<file path="config.mk">
export PLATFORM = sky130hd
export DESIGN_NAME = up_dn_cntr
export DESIGN_NICKNAME = d
export VERILOG_FILES = /design/src/rtl/up_dn_cntr_pkg.sv /design/src/rtl/up_dn_cntr_next.sv /design/src/rtl/up_dn_cntr.sv
export SDC_FILE = /design/constraint.sdc
export NUM_CORES = 1
export LEC_CHECK = 0
export CAP_MARGIN = 10
export CELL_PAD_IN_SITES_DETAIL_PLACEMENT = 0
export CELL_PAD_IN_SITES_GLOBAL_PLACEMENT = 2
export CORE_AREA = 2 2 39 41
export DETAILED_ROUTE_END_ITERATION = 16
export DIE_AREA = 0 0 41 43
export PLACE_DENSITY_LB_ADDON = 0.25
export SLEW_MARGIN = 20
export SYNTH_ARGS = -nofsm -noshare
export SYNTH_HDL_FRONTEND = slang
export SYNTH_SLANG_ARGS = --single-unit
</file>
<file path="constraint.sdc">
create_clock -name clk -period 2.9 [get_ports clk]
set_input_delay 0.29 -clock clk [delete_from_list [all_inputs] [get_ports clk]]
set_output_delay 0.29 -clock clk [all_outputs]
set_load 0.01 [all_outputs]
</file>
<file path="src/rtl/up_dn_cntr_pkg.sv">
// up_dn_cntr_pkg: shared width default and direction encodings for the up/down counter
package up_dn_cntr_pkg;
  localparam int CNT_WIDTH_DEFAULT = 4;
  localparam logic DIR_UP = 1'b1;
  localparam logic DIR_DN = 1'b0;
endpackage

</file>
<file path="src/rtl/up_dn_cntr_next.sv">
// up_dn_cntr_next: combinational next count, wrapping naturally modulo 2^WIDTH
module up_dn_cntr_next
  import up_dn_cntr_pkg::*;
#(
  parameter int WIDTH = CNT_WIDTH_DEFAULT
) (
  input  logic [WIDTH-1:0] cnt_i,
  input  logic             up_dnb_i,
  output logic [WIDTH-1:0] nxt_o
);
  always_comb begin
    nxt_o = (up_dnb_i == DIR_UP) ? cnt_i + WIDTH'(1) : cnt_i - WIDTH'(1);
  end
endmodule

</file>
<file path="src/rtl/up_dn_cntr.sv">
// up_dn_cntr: free-running up/down counter with synchronous active-high reset
module up_dn_cntr
  import up_dn_cntr_pkg::*;
#(
  parameter int WIDTH = CNT_WIDTH_DEFAULT
) (
  input  logic             clk,
  input  logic             reset,
  input  logic             up_dnb,
  output logic [WIDTH-1:0] cnt
);
  logic [WIDTH-1:0] cnt_q, cnt_d;
  up_dn_cntr_next #(.WIDTH(WIDTH)) u_next (
    .cnt_i   (cnt_q),
    .up_dnb_i(up_dnb),
    .nxt_o   (cnt_d)
  );
  always_ff @(posedge clk) begin
    if (reset) cnt_q <= '0;
    else cnt_q <= cnt_d;
  end
  assign cnt = cnt_q;
endmodule

</file>
==> reports/results.tsv <==
stage	metric	value	unit
clock_network	clkSinkCount	4	
sta	worst_pin_slew	0.186	ns
clock_network	clock_path_buffers	2	
yosys	synth_top_cell_by_area	dfxtp_1	
clock_network	tritoncts	yes	
sta	min_period_over_period	52.7	%
clock_network	cts_resized	0	
final_layout	drive_gt1_share	14.8	%
detailed_routing	vias_per_cell	3.74	
sta	relSlewSlack	87.5	%
clock_network	clkLatencyLatePin	0.24	ns
die	start_util	13.8	%
clock_network	path_clk_slew	0.04	ns
detailed_routing	dr.pass1.iters	1	
sta	finalHoldViolCount	0	
yosys	ys_seq_area_share	41.8	%
final_layout	largest_reg_flops	4	
detailed_routing	drt-total-wl	344	um
final_layout	design_area	294	um^2
yosys	yosys.area_share.simple	12.4	%
power_and_ir_drop	power_density	712	mW/mm^2
clock_network	cts_buffers	3	
place	numPortBuffers	6	
yosys	yosysWarnings	0	
global_routing	grt_overflow	0	
detailed_routing	drc	0	
sta	min_period	1.53	ns
yosys	muxShareOfSynthArea	0	%
place	placed_cell_area	272	um^2
sta	timing.fmax	0.654	GHz
yosys	synth_adder_area_share	23.5	%
clock_network	cts_setup_buffers	0	
power_and_ir_drop	max-vdd-ir-drop	0.226	mV
final_layout	antennaDiodeCount	0	
worst_setup_path	crit_path_start_kind	input port	
yosys	syn_inst	18	
worst_setup_path	endpoint_kind	register	
worst_setup_path	crit_required	3.07	ns
yosys	postSynthAreaPerCell	10.6	um^2
die	core.rowCount	14	
global_routing	antenna_found_initial	0	
yosys	synth_top_family_by_area	adder cells	
power_and_ir_drop	p_leak	0.119	nW
run_status	status	complete, no violations	
die	dieArea	0.00176	mm^2
global_routing	grt_pass1_vias	151	
clock_network	postCtsHoldBufs	0	
global_routing	grt_max_degree	5	
detailed_routing	vias	161	
sta	skew	0.00148	ns
worst_setup_path	crit_arrival	1.70	ns
die	die_w	41	um
global_routing	grt_use_total	5.93	%
die	coreArea	0.00138	mm^2
place	gp_routability_congestion	0.576	
sta	drv_slew	0	
yosys	synth_xor_area_share	9.15	%
yosys	netlist_area	191	um^2
run	cap_violations	0	
yosys	ys_seq_elements	4	
detailed_routing	drt-wirelength-per-cell	8.00	um
final_layout	final_nets	35	
clock_network	root_buffer	clkbuf_4	
die	die_h	43	um
global_routing	grt_pass1_wl	565	um
hold_path	min_path_type	register to register	
sta	setup_viol_count_final	0	
detailed_routing	drt-initial-drc-count	0	
yosys	yosysTopAreaCellShare	41.8	%
yosys	synth_fp_nets	24	
detailed_routing	ant_nets	0	
yosys	yosys-top-cells-area	dfxtp_1 42%, ha_1 13%, fa_1 10%, xnor2_1 9.2%, nand3_1 5.2%	
sta	fin_tns_setup	0	ns
sta	grt_setup_unrepaired	false	
power_and_ir_drop	p_total	209	uW
worst_setup_path	setup.worst_path.class	input port to register	
die	io_pins	7	
worst_setup_path	worstPathMaxFanout	3	
yosys	synth_compound_area_share	11.1	%
yosys	ys_types	11	
final_layout	syn2layout_area_growth	53.6	%
clock_network	cts_max_level	1	
sta	holdWs	0.480	ns
-- layout make-up --
cell class / count / area, um^2
clock buffers: 3 / 22.5
well taps: 16 / 20.0
inverters: 1 / 3.75
fillers: 153 / 1090
multi-input cells: 13 / 108
flip-flops and latches: 4 / 80.1
repair buffers: 6 / 60.1
-- cells by family (layout without fill, tap and decap cells) --
group / count (synthesis) / in the layout
simple gates: 5 / 5
xor+xnor: 2 / 2
buf+inv: 1 / 10
fa+ha+maj: 3 / 3
compound gates: 3 / 3
flops: 4 / 4
-- per-layer routing --
| layer | global-route usage, % | wire [um] | vias to the layer above |
|---|---|---|---|
| met3 | 1.57 | 5 | 3 |
| met1 | 4.84 | 127 | 72 |
| met2 | 7.19 | 181 | 6 |
| li1 | - | - | 80 |
| met4 | 12.0 | 29 | 0 |
| met5 | 0 | 0 | - |
-- cells in the mapped netlist, drive strengths merged --
cell,instances
a21o,1
nand3,2
nor2b,1
dfxtp,4
inv,1
ha,2
a21oi,2
nor2,2
fa,1
xnor2,2
-- stage by stage --
| stage | setup slack (ns) | std cells | util [%] |
|---|---|---|---|
| finish | 1.37 | 43 | 21.2 |
| global route | 1.28 | 43 | 21.2 |
| CTS | 1.34 | 43 | 21.2 |
| detailed placement | 1.10 | 40 | 19.6 |
| global placement | 1.13 | 40 | 19.6 |
| floorplan | 1.75 | 18 | - |
-- critical path: stages --
cell	delay (ns)
clkdlybuf4s50_1	0.51
inv_1	0.10
ha_1	0.35
a21oi_1	0.21
nand3_1	0.12
a21oi_2	0.13
-- final timing paths --
path	startpoint	end	slack, ns	depth (start not counted)
setup / recovery	up_dnb	cnt[3]	1.37	6
hold / removal	cnt[0]	cnt[0]	0.48	1
setup reg to reg	cnt[2]	cnt[3]	1.77	4
hold reg to reg	cnt[0]	cnt[0]	0.48	1
-- power by group --
group          internal (mW)  switching (mW)
logic                 0.0398          0.0282
clock network         0.0462          0.0220
registers             0.0659         0.00723
total                  0.152          0.0575
-- cells in the final DEF (no fill, tap or decap) --
| master | count |
|---|---|
| a21oi_1 | 1 |
| a21o_1 | 1 |
| fa_1 | 1 |
| nand3_1 | 2 |
| xnor2_1 | 2 |
| nor2_1 | 2 |
| a21oi_2 | 1 |
| clkdlybuf4s50_1 | 6 |
| dfxtp_1 | 4 |
| nor2b_1 | 1 |
| inv_1 | 1 |
| clkbuf_4 | 3 |
| ha_1 | 2 |
No activity file was read; power rests on OpenSTA's default activity.
